==> src/rtl/fifo_arb_pkg.sv <==
// Shared types and helpers for the round-robin FIFO write arbiter.
package fifo_arb_pkg;

  typedef enum logic [0:0] {
    IDLE  = 1'b0,
    GRANT = 1'b1
  } state_t;

  // Index width for n items, never narrower than one bit.
  function automatic int idx_width(input int n);
    return (n > 2) ? $clog2(n) : 1;
  endfunction

endpackage

==> src/rtl/fifo_wr_arbiter_rr_picker.sv <==
// Round-robin picker: rotate req so the search starts after last, priority-encode, un-rotate.
module rr_picker
  import fifo_arb_pkg::*;
#(
  parameter int NUM_REQ = 4,
  parameter int IW      = 2
) (
  input  logic [NUM_REQ-1:0] req,
  input  logic [IW-1:0]      last,
  output logic               found,
  output logic [IW-1:0]      idx
);

  logic [NUM_REQ-1:0] rot_s;
  logic [IW-1:0]      start_s;
  logic [IW-1:0]      off_s;

  // (a + b) mod NUM_REQ, valid for a, b < NUM_REQ.
  function automatic logic [IW-1:0] add_mod(input logic [IW-1:0] a, input int b);
    int s;
    s = int'(a) + b;
    s = (s >= NUM_REQ) ? s - NUM_REQ : s;
    return IW'(s);
  endfunction

  // Rotation, lowest-set-bit encode and index restore.
  always_comb begin
    start_s = (last == IW'(NUM_REQ - 1)) ? '0 : last + 1'b1;
    for (int i = 0; i < NUM_REQ; i++) begin
      rot_s[i] = req[add_mod(start_s, i)];
    end
    off_s = '0;
    for (int i = NUM_REQ - 1; i >= 0; i--) begin
      off_s = rot_s[i] ? IW'(i) : off_s;
    end
    found = |req;
    idx   = add_mod(start_s, int'(off_s));
  end

endmodule

==> src/rtl/fifo_wr_arbiter.sv <==
// Round-robin arbiter sharing one FIFO write port among NUM_REQ producers, bursts of up to MAX_BURST beats.
module fifo_wr_arbiter
  import fifo_arb_pkg::*;
#(
  parameter int NUM_REQ    = 4,
  parameter int DATA_WIDTH = 8,
  parameter int MAX_BURST  = 4
) (
  input  logic                             clk,
  input  logic                             rst,
  input  logic [NUM_REQ-1:0]               req,
  input  logic [NUM_REQ*DATA_WIDTH-1:0]    req_data,
  output logic [NUM_REQ-1:0]               ack,
  input  logic                             fifo_full,
  output logic                             fifo_wr,
  output logic [DATA_WIDTH-1:0]            fifo_din,
  output logic [idx_width(NUM_REQ)-1:0]    owner,
  output logic                             busy
);

  localparam int IW = idx_width(NUM_REQ);
  localparam int CW = $clog2(MAX_BURST + 1);

  state_t                state_r, state_nx_s;
  logic [IW-1:0]         last_r, last_nx_s;
  logic [IW-1:0]         owner_r, owner_nx_s;
  logic [CW-1:0]         beat_cnt_r, beat_cnt_nx_s;
  logic                  pick_found_s;
  logic [IW-1:0]         pick_idx_s;
  logic [DATA_WIDTH-1:0] data_arr_s [NUM_REQ];

  for (genvar g = 0; g < NUM_REQ; g++) begin : g_unpack
    assign data_arr_s[g] = req_data[g*DATA_WIDTH +: DATA_WIDTH];
  end

  rr_picker #(
    .NUM_REQ (NUM_REQ),
    .IW      (IW)
  ) u_picker (
    .req   (req),
    .last  (last_r),
    .found (pick_found_s),
    .idx   (pick_idx_s)
  );

  assign owner    = owner_r;
  assign busy     = (state_r == GRANT);
  assign fifo_din = data_arr_s[owner_r];

  // Next-state and write/ack decode; full is honoured in the same cycle so no beat is lost.
  always_comb begin
    state_nx_s    = state_r;
    last_nx_s     = last_r;
    owner_nx_s    = owner_r;
    beat_cnt_nx_s = beat_cnt_r;
    fifo_wr       = 1'b0;
    ack           = '0;
    case (state_r)
      IDLE: begin
        if (pick_found_s) begin
          owner_nx_s    = pick_idx_s;
          last_nx_s     = pick_idx_s;
          beat_cnt_nx_s = '0;
          state_nx_s    = GRANT;
        end else begin
          state_nx_s = IDLE;
        end
      end
      GRANT: begin
        if (!req[owner_r]) begin
          state_nx_s = IDLE;
        end else if (fifo_full) begin
          state_nx_s = GRANT;
        end else begin
          fifo_wr        = !rst;
          ack[owner_r]   = !rst;
          beat_cnt_nx_s  = beat_cnt_r + 1'b1;
          if (beat_cnt_r == CW'(MAX_BURST - 1)) begin
            state_nx_s = IDLE;
          end else begin
            state_nx_s = GRANT;
          end
        end
      end
      default: begin
        state_nx_s = IDLE;
      end
    endcase
  end

  // State registers with synchronous reset.
  always_ff @(posedge clk) begin
    if (rst) begin
      state_r    <= IDLE;
      last_r     <= IW'(NUM_REQ - 1);
      owner_r    <= '0;
      beat_cnt_r <= '0;
    end else begin
      state_r    <= state_nx_s;
      last_r     <= last_nx_s;
      owner_r    <= owner_nx_s;
      beat_cnt_r <= beat_cnt_nx_s;
    end
  end

endmodule

==> config.mk <==
export PLATFORM = sky130hd
export DESIGN_NAME = fifo_wr_arbiter
export DESIGN_NICKNAME = d
export VERILOG_FILES = /design/src/rtl/fifo_arb_pkg.sv /design/src/rtl/fifo_wr_arbiter_rr_picker.sv /design/src/rtl/fifo_wr_arbiter.sv
export SDC_FILE = /design/constraint.sdc
export NUM_CORES = 1
export LEC_CHECK = 0
export ABC_CLOCK_PERIOD_IN_PS = 5000
export CAP_MARGIN = 20
export CORE_MARGIN = 1.5
export CORE_UTILIZATION = 25
export DETAILED_ROUTE_END_ITERATION = 7
export GPL_ROUTABILITY_DRIVEN = 0
export PLACE_DENSITY_LB_ADDON = 0.05
export SETUP_SLACK_MARGIN = 0.4
export SLEW_MARGIN = 20
export SYNTH_ARGS = -nofsm -noshare
export SYNTH_HDL_FRONTEND = slang
export SYNTH_HIERARCHICAL = 1
export SYNTH_SLANG_ARGS = --single-unit
==> constraint.sdc <==
create_clock -name clk -period 5 [get_ports clk]
set_clock_uncertainty 0.15 [all_clocks]
set_input_delay 0.75 -clock clk [delete_from_list [all_inputs] [get_ports clk]]
set_output_delay 0.75 -clock clk [all_outputs]
set_load 0.005 [all_outputs]
# Word level (Yosys, flattened, before mapping)
# Cells that the tools add are included.
[totals]
ff_bits = 8
inputBits = 39
output_inout_bits = 16
elab_cells = 80
[op_classes]
n_addsub = 11
order_cmp = 12
n_eq_ne = 5
mux = 40
bitwise_logic = 3
reduce_logical = 5
[ops]
columns = ["cell", "n"]
rows = [
  ["$mux 2", 10],
  ["$bmux 8 s2", 1],
  ["$mux 8", 2],
  ["$ge 3x3->1 const B", 5],
  ["$lt 2x3->1 const B", 5],
  ["$mux 1", 13],
  ["$mux 4", 3],
  ["$bmux 1 s2", 5],
  ["$sub 2x1->2 const B", 5],
  ["$mux 3", 3],
  ["$add 2x2->3 const B", 2],
  ["$pmux 3 s2", 1],
  ["$and 4x4->4", 1],
  ["$ne 2x2->1 const B", 2],
  ["$reduce_or 4->1", 1],
  ["$add 2x1->3 const B", 1],
  ["$add 2x2->3", 1],
  ["$add 3x1->3 const B", 1],
  ["$eq 3x2->1 const B", 1],
  ["$ge 2x3->1 const B", 1],
  ["$not 2->3", 1],
  ["$reduce_and 3->1", 1],
  ["$add 2x1->2 const B", 1],
  ["$demux 1 s2", 1],
  ["other kinds (8)", 8],
]

# Longest topological paths before layout
# Gate-level depths: netlist of the first run.
[depth]
word_depth = 14
ltp_mapped = 15
ltp_nobuf = 13

# Cells and area by module
# Netlist of the first run, hierarchy kept.
[modules_own_cells]
columns = ["module", "n_inst", "cells_each", "area_per_inst_um2", "seq_area_each_um2"]
rows = [
  ["fifo_wr_arbiter", 1, 62, 639.4, 160.2],
  ["rr_picker", 1, 31, 277.8, 0.0],
]

# Least setup slack after synthesis of the first run
# OpenSTA, ideal clock, no wires.
[synth_path]
path_type = "register to register"
startpoint = "register last_r[0]"
endpoint = "register owner_r[1] (netlist: owner[1])"
setup_ns = 0.132
t_arrival_ns = 2.473
t_required_ns = 4.718
path_slack_ns = 2.245
path_stages_with_launch = 16
path_buffers = 2
period_less_slack_ns = 2.755
cell_sequence = "dfxtp_1 buf_6 inv_1 ha_1 buf_2 mux2i_1 mux2_1 a22oi_1 nor2_1 ha_1 xnor2_1 and2_1 a31oi_1 o211ai_1 nand2_1 a21oi_1"
[synth_via]
elab_chain_len = 14
word_cells_on_any_way = 34
cone_classes = "add/sub (10); order compare (5); eq/ne (1); mux (18)"
[synth_rtl]
columns = ["item", "line", "rtl"]
rows = [
  ["start, declared", "fifo_wr_arbiter.sv:25", "logic [IW-1:0] last_r, last_nx_s;"],
  ["start signal, assigned", "fifo_wr_arbiter.sv:95", "last_r <= IW'(NUM_REQ - 1);"],
  ["start signal, assigned", "fifo_wr_arbiter.sv:100", "last_r <= last_nx_s;"],
  ["$add 2x1->2 / $eq 2x2->1 (equally long branches)", "fifo_wr_arbiter_rr_picker.sv:28", "start_s = (last == IW'(NUM_REQ - 1)) ? '0 : last + 1'b1;"],
  ["$mux 2 (*)", "fifo_wr_arbiter_rr_picker.sv:28", ""],
  ["$add 2x2->3", "fifo_wr_arbiter_rr_picker.sv:21", "s = int'(a) + b;"],
  ["$ge 3x3->1 / $sub 2x1->2 (equally long branches)", "fifo_wr_arbiter_rr_picker.sv:22", "s = (s >= NUM_REQ) ? s - NUM_REQ : s;"],
  ["$mux 2", "fifo_wr_arbiter_rr_picker.sv:22", ""],
  ["$bmux 1 s2", "fifo_wr_arbiter_rr_picker.sv:30", "rot_s[i] = req[add_mod(start_s, i)];"],
  ["$mux 1 (implied by the code)", "fifo_wr_arbiter_rr_picker.sv:30", ""],
  ["$mux 2 (4 in a row)", "fifo_wr_arbiter_rr_picker.sv:34", "off_s = rot_s[i] ? IW'(i) : off_s;"],
  ["$add 2x2->3 (*)", "fifo_wr_arbiter_rr_picker.sv:21", ""],
  ["$ge 3x3->1 / $sub 2x1->2 (equally long branches)", "fifo_wr_arbiter_rr_picker.sv:22", ""],
  ["$mux 2 (*)", "fifo_wr_arbiter_rr_picker.sv:22", ""],
  ["net pick_idx_s[1]", "fifo_wr_arbiter.sv:29", "logic [IW-1:0] pick_idx_s;"],
  ["end signal, assigned", "fifo_wr_arbiter.sv:101", "owner_r <= owner_nx_s;"],
  ["end, declared", "fifo_wr_arbiter.sv:26", "logic [IW-1:0] owner_r, owner_nx_s;"],
]
# The timed path passes the listed nets; every way through them passes the cells marked *. The select of a mux whose other input is x is not followed.
# A chain may end at the register's enable or synchronous reset.

# Worst setup path in the final report of the first run
[layout_path]
startpoint = "input port req[3]"
endpoint = "output port fifo_wr"
[layout_via]
elab_chain_len = 4
[layout_rtl]
columns = ["item", "line", "rtl"]
rows = [
  ["start, declared", "fifo_wr_arbiter.sv:11", "input logic [NUM_REQ-1:0] req,"],
  ["$bmux 1 s2", "fifo_wr_arbiter.sv:70", "if (!req[owner_r]) begin"],
  ["$mux 1 (implied by the code)", "fifo_wr_arbiter.sv:70", ""],
  ["$mux 1", "fifo_wr_arbiter.sv:70", ""],
  ["$mux 1", "fifo_wr_arbiter.sv:58", "case (state_r)"],
  ["end, declared", "fifo_wr_arbiter.sv:15", "output logic fifo_wr,"],
]
# Every way passes these cells. The select of a mux whose other input is x is not followed.

==> results of run 1 <==
==> registers in the layout, summed over array words and instances (netlist names) <==
| register | count |
|---|---|
| last_r | 2 |
| busy | 1 |
| beat_cnt_r | 3 |
| owner | 2 |
==> power breakdown <==
group          total (mW)  switching, mW  internal, mW
combinational       0.408          0.150         0.258
sequential          0.139         0.0587        0.0806
clock              0.0506         0.0230        0.0275
total               0.598          0.232         0.366
==> cell usage in the layout (no fill, tap or decap), types with 3 or more instances in the layout <==
cell type | synthesis | final
sky130_fd_sc_hd__clkdlybuf4s50_1 | 0 | 54
sky130_fd_sc_hd__nor2_1 | 11 | 11
sky130_fd_sc_hd__mux4_2 | 9 | 9
sky130_fd_sc_hd__nand2_1 | 9 | 9
sky130_fd_sc_hd__dfxtp_1 | 8 | 8
sky130_fd_sc_hd__ha_1 | 6 | 6
sky130_fd_sc_hd__a21oi_1 | 5 | 5
sky130_fd_sc_hd__mux2i_1 | 5 | 5
sky130_fd_sc_hd__mux2_4 | 4 | 4
sky130_fd_sc_hd__nor2b_1 | 3 | 3
sky130_fd_sc_hd__clkbuf_4 | 0 | 3
==> routing by layer <==
metal / part of all wire / vias to the layer above / track usage
met5: 0 / - / 0
met4: 0.013 / 0 / 0.0408
met3: 0.093 / 5 / 0.0429
met2: 0.47 / 48 / 0.242
met1: 0.42 / 417 / 0.149
li1: - / 461 / -
==> layout make-up <==
| class | count | area (um^2) | area share |
|---|---|---|---|
| Multi-Input combinational cell | 78 | 721 | 0.478 |
| Timing Repair Buffer | 54 | 541 | 0.358 |
| Sequential cell | 8 | 160 | 0.106 |
| Tap cell | 46 | 57.6 | 0.0381 |
| Clock buffer | 3 | 22.5 | 0.0149 |
| Inverter | 2 | 7.51 | 0.00498 |
==> worst max path at each step <==
stage               slack (ps)              startpoint               endpoint
global placement          1690                  req[1]                 ack[1]
CTS                       1660                  req[3]                fifo_wr
floorplan                 2250  last_r[0]$_SDFFE_PP1P_  owner[1]$_SDFFE_PP0P_
finish                    1660                  req[3]                fifo_wr
global route              1530                  req[1]                 ack[1]
detailed placement        1660                  req[3]  owner[1]$_SDFFE_PP0P_
==> worst max-delay path, delay by kind of cell <==
kind                   cells  cell delay, ps
AND/OR/NAND/NOR            1             110
AO/OA/AOI/OAI              1             250
multiplexers               1             230
buffers and inverters      2            1100
==> stage by stage <==
step / total power [mW] / worst slack, ps / area, um^2 / std cells / utilization
finish: 0.598 / 1660 / 1510 / 191 / 0.442
global route: 0.650 / 1530 / 1510 / 191 / 0.442
CTS: 0.609 / 1660 / 1510 / 191 / 0.442
detailed placement: 0.556 / 1660 / 1490 / 188 / 0.435
global placement: 0.553 / 1690 / 1490 / 188 / 0.435
floorplan: 0.409 / 2250 / 917 / 93 / -
==> logic make-up (layout without fill, tap and decap cells) <==
group           after synthesis  after routing  share of synthesized area
simple gates                 37             37                      0.203
mux                          21             21                      0.394
compound gates               12             12                     0.0873
flops                         8              8                      0.175
buf+inv                       7             59                     0.0396
fa+ha+maj                     6              6                     0.0819
xor+xnor                      2              2                     0.0191
==> run summary, run 1 <==
The flow ran to the end, and the final reports show no timing, DRC or antenna violations. For the sequential element share of the synthesized area, the log shows 0.175. For this run, the post-layout net count is 192. The startpoint type of the worst setup path was a primary input.

For the number of global-route vias before repair, the log shows 918. The final count of pins violating max slew is 0, and the largest net degree at the start of global routing is 16. The starting density of the core is 0.268. The most area-hungry cell type in the Yosys netlist is sky130_fd_sc_hd__mux4_2.

For hold timing, the worst endpoint is last_r[1]$_SDFFE_PP1P_. The setup check on the worst reg-to-reg path leaves a slack of 1900 ps. The tools report the relative slew slack as 0.506. Counting the fill cells in the layout gives 335. Buffers inserted to repair hold after CTS numbered 0. The power per unit of standard cell area was 396 nW/um^2. The I/O pin count was 55; the violation count after the first detailed-route iteration was 21.

During placement, the flow inserted port buffers numbering 54. The commonest cells after synthesis are sky130_fd_sc_hd__nor2_1 (11), sky130_fd_sc_hd__mux4_2 (9), sky130_fd_sc_hd__nand2_1 (9). The most frequent cell after synthesis is sky130_fd_sc_hd__nor2_1. In this run, synthesis produced a sequential element count of 8.

A synthesized cell averages 9.86 um^2. TritonCTS built the clock tree. The number of cells on the worst reg-to-reg path is 13. The setup TNS is 0 ps.

The tool flagged a number of max-cap violations equal to 0. Counting instances, the worst hold path has a depth of 2. The startpoint identified for the worst hold timing path is last_r[1]$_SDFFE_PP1P_. The post-detailed-route DRC marker count came out at 0.

Data arrives at the worst endpoint at 2440 ps. For the leakage power total, the log shows 0.568 nW. The number of nets in the synthesized netlist is 138.

Total routing resource utilization after global routing: 0.134. Static timing analysis puts the maximum clock frequency at 299 MHz. By area the synthesized netlist is led by sky130_fd_sc_hd__mux4_2 (22%), sky130_fd_sc_hd__dfxtp_1 (17%), sky130_fd_sc_hd__ha_1 (8.2%), sky130_fd_sc_hd__mux2_4 (6.5%), sky130_fd_sc_hd__mux2i_1 (5.5%).

At the pin with the least slew margin, the transition time is 740 ps. The H-tree level count is 1, and the fraction of synthesis flops using an asynchronous set or reset pin is 0. In this run the worst path has a maximum fanout of 6. The most numerous cell type found on the critical path is sky130_fd_sc_hd__clkdlybuf4s50_1. The first-pass GRT wire length is 4.27 mm. Wires add up to 2.61 mm.

Traced cell by cell, the critical path runs through clkdlybuf4s50_1, mux2_2, nand3_1, a21boi_0, clkdlybuf4s50_1. The initialized floorplan defines 21 standard-cell rows. Initial antenna violation count: 0. The routed length per instance is 13.7 um. Hold is met by 406 ps.

The slowest stage of the critical path is the sky130_fd_sc_hd__clkdlybuf4s50_1 cell. The run gives 0 as the count of cells resized by post-cts repair. The path class of the tightest hold or removal check is flop to flop. Buffers inserted during clock tree synthesis total 3. Sink count of the clock tree: 8. The clock transition at the register clock pins on the worst setup and hold paths after CTS was 50 ps. Among all flip-flop cells after synthesis, the most frequent one is sky130_fd_sc_hd__dfxtp_1. Synthesis produced a netlist whose cell count is 93. Counting flops with a built-in enable in the synthesized netlist gives 0. The tools report the area enclosed by the die boundary as 4040 um^2. After detailed routing, the number of vias per cell comes to 4.87. The number of nets still failing antenna checks after routing was 0. The tools report the residual overflow from global routing as 0.

The tools report the total of endpoints with negative setup slack in the final report as 0. The type of the worst setup path was primary input to output port. The final critical path time including I/O delays and setup is 3340 ps. Largest stage delay on the critical path: 560 ps. The endpoint identified for the worst register-to-register timing path is owner[1]$_SDFFE_PP0P_. The worst register-to-register path begins at last_r[0]$_SDFFE_PP1P_. The die is 63.6 um wide. The tools report the placeable core area as 3420 um^2.

The maximum vdd drop was 0.000289 V; the buffer levels on the longest clock path was 2. Setup repair after global routing left no endpoint under its margin. Post-synthesis to final-layout area growth: 64.5%. The number of antenna diodes in the final layout is 0. Data on the critical path is required at its endpoint by 4100 ps. Post-CTS timing repair inserted 0 buffers for setup.

The pre-antenna-repair detailed-routing pass consisted of 4 iterations. The post-synthesis cell type count was 34; the portion of synthesized cell area occupied by the leading cell type was 0.221. The root buffer cell was sky130_fd_sc_hd__clkbuf_4. The portion of the clock cycle consumed by the worst path in the final layout works out to 0.668.

The run gives 2.14 mm as the half-perimeter wire length after placement. The via count is 931, and the area of the mapped netlist is 917 um^2. Total of warnings raised by yosys: 6. The clock reaches the later pin of the worst-skew pair after 260 ps.

The share of final-layout standard cells stronger than drive strength 1 is 0.124. The kind of end point of the critical path was an output port. The final hold violation count was 0. The vertical extent of the die was 63.6 um.
Note: power is estimated with default switching activity, not from simulation.
==> inputs of run 2 (changes only) <==
- ABC_CLOCK_PERIOD_IN_PS: 5000 -> 2900
- clock period: 5 -> 2.9 ns (I/O delays scaled with it)
==> run 2 against run 1 <==
Net effect:
- wire length is 8.2% higher
- register-to-register slack worse by 1600 ps
- setup slack got worse by 1300 ps
- critical path depth up 8
- sequential power rose by 59%
- flip-flop and latch count did not move
- core utilization grew 3.8 points
- final area grew 8.5%
- sequential share of layout area fell by 0.30 points
- first-iteration DRC count up 4.8%
==> run summary, run 2 (synthesized netlist as in run 1, its figures left out) <==
The run gives 0 (unchanged) as the total of endpoints with negative setup slack in the final report. For the sink count of the clock tree, the log shows 8 (unchanged). STA classifies the critical path startpoint as a flop. The via-per-instance ratio was 4.95 (+1.5%); the vertical extent of the die was 63.6 um (unchanged). In this design, the largest share of critical-path delay is due to adder cells. Setup repair after global routing could not meet its margin everywhere. Type of the worst setup path: flop to flop.

The half-perimeter wire length after placement came out at 2.18 mm (+1.9%). For the residual overflow from global routing, the log shows 0 (unchanged). The min-delay analysis places its worst path in the category flop to flop.

The post-synthesis to final-layout area growth was 78.6%; the number of antenna cells inserted was 0 (unchanged). The run gives 16 (unchanged) as the largest net degree at the start of global routing. The largest fanout of any net on the critical path works out to 6 (unchanged). The logs give 994 (+6.8%) for the via count and 2890 ps (-1210 ps) for the critical path required time.

The tools report the launch point of the critical path as last_r[0]$_SDFFE_PP1P_. Cell count of the worst reg-to-reg path: 13 (unchanged). The logs give 0 (unchanged) for the post-detailed-route DRC marker count and 389 MHz for the top achievable clock speed. The most numerous cell type found on the critical path is sky130_fd_sc_hd__nand2_1. The signal on the critical path passes through inv_2, ha_4, mux2i_1, mux2_4, a22oi_2, nor2_1, ha_2, xnor2_2, and2_1, a31oi_1, o211ai_1, nand2_1, nand2_1. The tools report the cell total after placement as 192 (+2.1%). The run finished with clean final reports.

The logs give 0 (unchanged) for the number of buffers inserted for hold repair after clock tree synthesis and 0 (unchanged) for the number of nets still failing antenna checks after routing. The tools report the final hold violation count as 0 (unchanged). For the leakage power total, the log shows 0.665 nW (+17%). The number of global-route vias before repair was 890 (-3.1%). The worst register-to-register path begins at last_r[0]$_SDFFE_PP1P_.

The logs give 0 ps (unchanged) for the setup TNS and 0.130 (-0.00462) for the total routing resource utilization after global routing. The portion of the clock cycle consumed by the worst path in the final layout came out at 0.887. The transition time of the tightest slew-check pin came out at 445 ps (-294 ps).

The tools report the final cell count without fillers as 201 (+5.2%). The final hold slack came out at 392 ps (-14.1 ps). The slack of the worst reg-to-reg path was 330 ps (-1570 ps).

The clock transition at the register clock pins on the worst setup and hold paths after CTS came out at 50 ps (about the same). The slowest stage of the critical path is the sky130_fd_sc_hd__dfxtp_4 cell. For the first-pass GRT wire length, the log shows 4.16 mm (-2.6%). The logs give 2 (unchanged) for the buffer levels on the longest clock path and 22 (+4.8%) for the violation count after the first detailed-route iteration. More flip-flops sit in one register than any other, and that register is beat_cnt_r.

The tools report the area enclosed by the die boundary as 4040 um^2 (unchanged). The worst endpoint data arrival time was 2560 ps (+120 ps); the share of final-layout standard cells stronger than drive strength 1 was 0.265 (+0.140). The number of port buffers came out at 54 (unchanged). The H-tree level count was 1 (unchanged). The initial antenna violation count was 0 (unchanged).

Relative slew slack: 0.703 (+0.196). CTS placed an instance of sky130_fd_sc_hd__clkbuf_4 at the clock tree root. STA classifies the critical path endpoint as a flop. The routed length per instance was 14.1 um (+2.8%); the number of maximum-capacitance violations was 0 (unchanged). The number of rows created at floorplan came out at 21 (unchanged). The tools report the number of iterations in the first detailed-routing pass as 4 (unchanged).

The count of nets after finishing was 202 (+5.2%); the total stage count of the critical path was 13 (+8). The library cells used most frequently in the layout, excluding fill and tap cells, are sky130_fd_sc_hd__clkdlybuf4s50_1 (47), sky130_fd_sc_hd__nor2_1 (11), sky130_fd_sc_hd__mux4_2 (10), sky130_fd_sc_hd__nand2_1 (9), sky130_fd_sc_hd__buf_4 (9). The maximum vdd drop came out at 0.000599 V (+110%).

In this run the critical register-to-register path is captured at last_r[1]$_SDFFE_PP1P_. The tools report the CTS buffer count as 3 (unchanged). The worst path in the final design needs a cycle of 2570 ps, including I/O delays and setup.

The tools report the I/O pin count as 55 (unchanged). The final cell utilization of the core came out at 0.479 (+0.0377). TritonCTS built the clock tree.

The final count of pins violating max slew is 0 (unchanged). Commonest non-fill, non-tap cell in the layout: sky130_fd_sc_hd__clkdlybuf4s50_1. The number of buffers and inverters on the critical path is 1 (-1), and the largest stage delay on the critical path is 370 ps (-190 ps).

The power per unit of standard cell area is 757 nW/um^2 (+91%), and the placeable core area is 3420 um^2 (unchanged). The aggregate routed wire length is 2.83 mm (+8.2%), and the number of flip-flops under the largest register name is 3 (unchanged). Following the worst setup path forward leads to its endpoint at last_r[1]$_SDFFE_PP1P_.

The starting density of the core is 0.268 (unchanged), and the clock insertion delay at the later pin of the skew report is 240 ps (-20 ps). The width of the chip works out to 63.6 um (unchanged).
[run 2: worst min-delay path by stage]
| stage | from | to | slack (ps) | depth (start not counted) |
|---|---|---|---|---|
| 3_3_place_gp | beat_cnt_r[0]$_SDFFE_PP0P_ | beat_cnt_r[0]$_SDFFE_PP0P_ | 410 | 2 |
| 3_5_place_dp | beat_cnt_r[0]$_SDFFE_PP0P_ | beat_cnt_r[0]$_SDFFE_PP0P_ | 430 | 2 |
| 6_report | last_r[1]$_SDFFE_PP1P_ | last_r[1]$_SDFFE_PP1P_ | 390 | 2 |
| 2_1_floorplan | last_r[0]$_SDFFE_PP1P_ | last_r[0]$_SDFFE_PP1P_ | 330 | 2 |
| 4_1_cts | last_r[1]$_SDFFE_PP1P_ | last_r[1]$_SDFFE_PP1P_ | 400 | 2 |
| 5_1_grt | last_r[1]$_SDFFE_PP1P_ | last_r[1]$_SDFFE_PP1P_ | 410 | 2 |
[run 2: area by class of cell]
class / count / area (um^2)
multi-input cells: 78 / 763
inverters: 2 / 7.51
repair buffers: 64 / 618
clock buffers: 3 / 22.5
well taps: 46 / 57.6
flip-flops and latches: 8 / 169
fillers: 319 / 1780
[run 2: per-layer routing]
layer / vias up / part of all wire / wire length [um] / GRT usage
li1: 478 / - / - / -
met1: 461 / 0.42 / 1190 / 0.151
met2: 53 / 0.48 / 1350 / 0.232
met3: 2 / 0.10 / 289 / 0.0429
met4: 0 / 0.0028 / 8 / 0.0245
met5: - / 0 / 0 / 0
[run 2: tightest hold or removal path: stages (launching register included)]
cell and delay [ps]:
sky130_fd_sc_hd__dfxtp_2 380, sky130_fd_sc_hd__a21oi_1 80, sky130_fd_sc_hd__nand2_1 60
[run 2: timing repair]
| action | CTS | global route |
|---|---|---|
| endpoints found under the setup margin | 15 | 11 |
| pin swaps | 1 | 1 |
| buffers inserted | 3 | 3 |
| gates resized for setup | 11 | 6 |
[run 2: metrics by stage]
| stage | worst slack (ps) | power (mW) | cell area [um^2] |
|---|---|---|---|
| 4_1_cts | 290 | 1.19 | 1600 |
| 2_1_floorplan | 378 | 0.782 | 958 |
| 5_1_grt | 216 | 1.33 | 1640 |
| 3_3_place_gp | 42.9 | 1.04 | 1550 |
| 3_5_place_dp | -33.6 | 1.04 | 1550 |
| 6_report | 327 | 1.24 | 1640 |
[run 2: report_power, final]
| group | leakage [nW] | switching (mW) | internal [mW] |
|---|---|---|---|
| Combinational | 0.585 | 0.362 | 0.576 |
| Clock | 0.0138 | 0.0334 | 0.0471 |
| Sequential | 0.0664 | 0.0714 | 0.150 |
==> inputs of run 3 (changes only) <==
- CORE_MARGIN: 1.5 -> not set
- SKIP_LAST_GASP: not set -> 1
==> run 3 against run 2 <==
Net effect:
- count of clock-buffer cells in the layout unchanged
- core utilization is 0.18 points higher
- flip-flop and latch count stayed put
- sequential share of layout area hardly changed
- critical endpoint is now owner[1]$_SDFFE_PP0P_
- combinational power grew 2.2%
- non-clock buffer count rose by 1
- setup slack better by 88 ps
- critical path depth did not move
- critical path type unchanged
==> run summary, run 3 (synthesized netlist as in run 1, its figures left out) <==
The run finished with clean final reports. The share of final-layout standard cells stronger than drive strength 1 is 0.276 (+0.0111). The library cell used most frequently in the layout, excluding fill and tap cells, is sky130_fd_sc_hd__clkdlybuf4s50_1. The top achievable clock speed was 402 MHz (+3.6%); the final count of pins violating max slew was 0 (unchanged). The width of the chip was 62.6 um (-1.6%); the relative contribution of sequential cells to total power was 0.172 (-0.006). The routed length per instance came out at 13.4 um (-4.5%). The run gives 0.069 (+0.004) as the proportion of power drawn by the clock network. The area enclosed by the die boundary was 3920 um^2 (-3.1%); the switching share of power was 0.370 (-0.00655). The vertical extent of the die came out at 62.6 um (-1.6%).

The root buffer cell is sky130_fd_sc_hd__clkbuf_4. Final hold violation count: 0 (unchanged). The setup path with the least slack is of type flop to flop.

The largest individual stage delay along the critical path comes from the cell sky130_fd_sc_hd__dfxtp_4. The run gives 0.140 (+0.0104) as the total routing resource utilization after global routing. The number of flip-flops under the largest register name came out at 3 (unchanged). The signal on the critical path passes through inv_2, ha_4, mux2i_2, mux2_4, a22oi_2, nor2_1, ha_2, xnor2_2, buf_4, nand3b_1, o211ai_1, nand2_1, a21oi_1. The power per unit of standard cell area was 769 nW/um^2 (+1.6%); the via count was 971 (-2.3%).

The first-pass GRT wire length is 4.33 mm (+4.2%). The final critical path time including I/O delays and setup is 2480 ps (-88.4 ps), and the number of antenna cells inserted is 0 (unchanged). The tools report the worst endpoint data arrival time as 2520 ps (-40 ps).

The largest fanout of any net on the critical path is 6 (unchanged), and the total net switching power is 468 uW (+0.19%). The clock transition at the register clock pins on the worst setup and hold paths after CTS is 50 ps (about the same), and the slack of the worst reg-to-reg path is 420 ps (+90 ps). The internal power summed over all cells was 797 uW (+3.0%); the starting density of the core was 0.268 (unchanged). The type of the tightest min-delay check was flop to flop.

The count of nets after finishing was 203 (+0.50%); the critical path required time was 2940 ps (+50 ps). Number of port buffers: 54 (unchanged). TritonCTS built the clock tree. The aggregate routed wire length is 2.71 mm (-4.0%), and the largest stage delay on the critical path is 360 ps (about the same).

The run gives 415 ps (+88.4 ps) as the least setup slack across all paths after layout. The portion of the clock cycle consumed by the worst path in the final layout came out at 0.857 (-0.0305). The run gives 3 (unchanged) as the CTS buffer count.

The met2 track utilization from global routing came out at 0.227 (-0.00468). In the layout the commonest cells are sky130_fd_sc_hd__clkdlybuf4s50_1 (47), sky130_fd_sc_hd__nor2_1 (11), sky130_fd_sc_hd__mux4_2 (10), sky130_fd_sc_hd__buf_4 (10), sky130_fd_sc_hd__nand2_1 (9). For the buffer levels on the longest clock path, the log shows 2 (unchanged). The H-tree level count was 1 (unchanged); the leakage power total was 0.653 nW (-1.9%). The via-per-instance ratio was 4.81 (-2.8%); the sink count of the clock tree was 8 (unchanged). Number of rows created at floorplan: 21 (unchanged).

The layer with the highest usage after global routing was met2. The power share of the combinational group was 0.759 (+0.002). STA classifies the critical path endpoint as a flop.

The placeable core area came out at 3420 um^2 (unchanged). The tools report the number of iterations in the first detailed-routing pass as 4 (unchanged). beat_cnt_r holds more flip-flops than any other register. The tools report the maximum vdd drop as 0.000720 V (+20%). The tools report the number of nets still failing antenna checks after routing as 0 (unchanged).

Relative to the synthesized area, the layout overhead comes to 79.3%. STA classifies the critical path startpoint as a flop. Setup repair after global routing could not meet its margin everywhere. For the total of endpoints with negative setup slack in the final report, the log shows 0 (unchanged). The logs give 0 ps (unchanged) for the setup TNS and 2.07 mm (-4.8%) for the half-perimeter wire length after placement.

The residual overflow from global routing was 0 (unchanged). For the number of fill cells, the log shows 331 (+3.8%). Number of maximum-capacitance violations: 0 (unchanged).

The post-detailed-route DRC marker count was 0 (unchanged). The tools report the pre-CTS setup slack as 21.8 ps (+55.3 ps). Met3 capacity usage during global routing: 0.0292 (-0.0137).

For the I/O pin count, the log shows 55 (unchanged). The initial antenna violation count is 0 (unchanged), and the clock insertion delay at the later pin of the skew report is 260 ps (+20 ps). The relative slew slack is 0.687 (-0.0159). The transition time of the tightest slew-check pin was 469 ps (+23.8 ps); the violation count after the first detailed-route iteration was 33 (+50%). The run gives 16 (unchanged) as the largest net degree at the start of global routing. The run gives 895 (+0.56%) as the number of global-route vias before repair.

The tools report the met1 track utilization from global routing as 0.182 (+0.0308).
run 3: worst max-delay path, delay by kind of cell (launching register included):
kind / cells / cell delay (ps)
fa+ha+maj: 2 / 460
mux: 2 / 460
flops: 1 / 360
compound gates: 3 / 360
simple gates: 3 / 230
xor+xnor: 1 / 210
buf+inv: 2 / 190
run 3: path summary, 6_finish.rpt:
check / startpoint / depth (start not counted) / endpoint
setup / recovery: last_r[0]$_SDFFE_PP1P_ / 13 / owner[1]$_SDFFE_PP0P_
hold / removal: last_r[0]$_SDFFE_PP1P_ / 2 / last_r[0]$_SDFFE_PP1P_
setup reg to reg: last_r[0]$_SDFFE_PP1P_ / 13 / owner[1]$_SDFFE_PP0P_
hold reg to reg: last_r[0]$_SDFFE_PP1P_ / 2 / last_r[0]$_SDFFE_PP1P_
run 3: power by group through the flow:
stage                     Combinational, mW  Sequential, mW  Clock (mW)
final                                 0.959           0.218      0.0871
after global routing                   1.03           0.232       0.101
after CTS                             0.878           0.218      0.0906
after detailed placement              0.802           0.236           0
after global placement                0.799           0.236           0
after floorplan                       0.601           0.181           0
run 3: what timing repair did:
action | CTS | global route
cloned | 0 | 0
resized for setup | 11 | 7
buffers inserted | 4 | 3
endpoints found under the setup margin | 15 | 11
hold buffers | 0 | 0
pin swaps | 1 | 6
run 3: through the flow:
stage / instances / hold WS (ps) / total power, mW / util / cell area, um^2
after floorplan: 93 / 326 / 0.782 / - / 958
after global placement: 192 / 408 / 1.04 / 0.454 / 1550
after detailed placement: 192 / 427 / 1.04 / 0.454 / 1550
after CTS: 199 / 351 / 1.19 / 0.468 / 1600
after global routing: 202 / 369 / 1.36 / 0.481 / 1640
final: 202 / 348 / 1.26 / 0.481 / 1640
run 3: cell type report:
type	instances	area, um^2	share of cell area
clock buffer	3	22.5	0.0137
inverter	2	7.51	0.00457
multi-input combinational	78	766	0.466
sequential	8	169	0.103
tap	46	57.6	0.0350
timing repair buffer	65	622	0.378
run 3: metal layers:
metal  share of wire  wire [um]  vias to the layer above
li1                -          -                      480
met3           0.080        216                        5
met4           0.013         36                        0
met2            0.43       1160                       50
met1            0.48       1300                      436
met5               0          0                        -
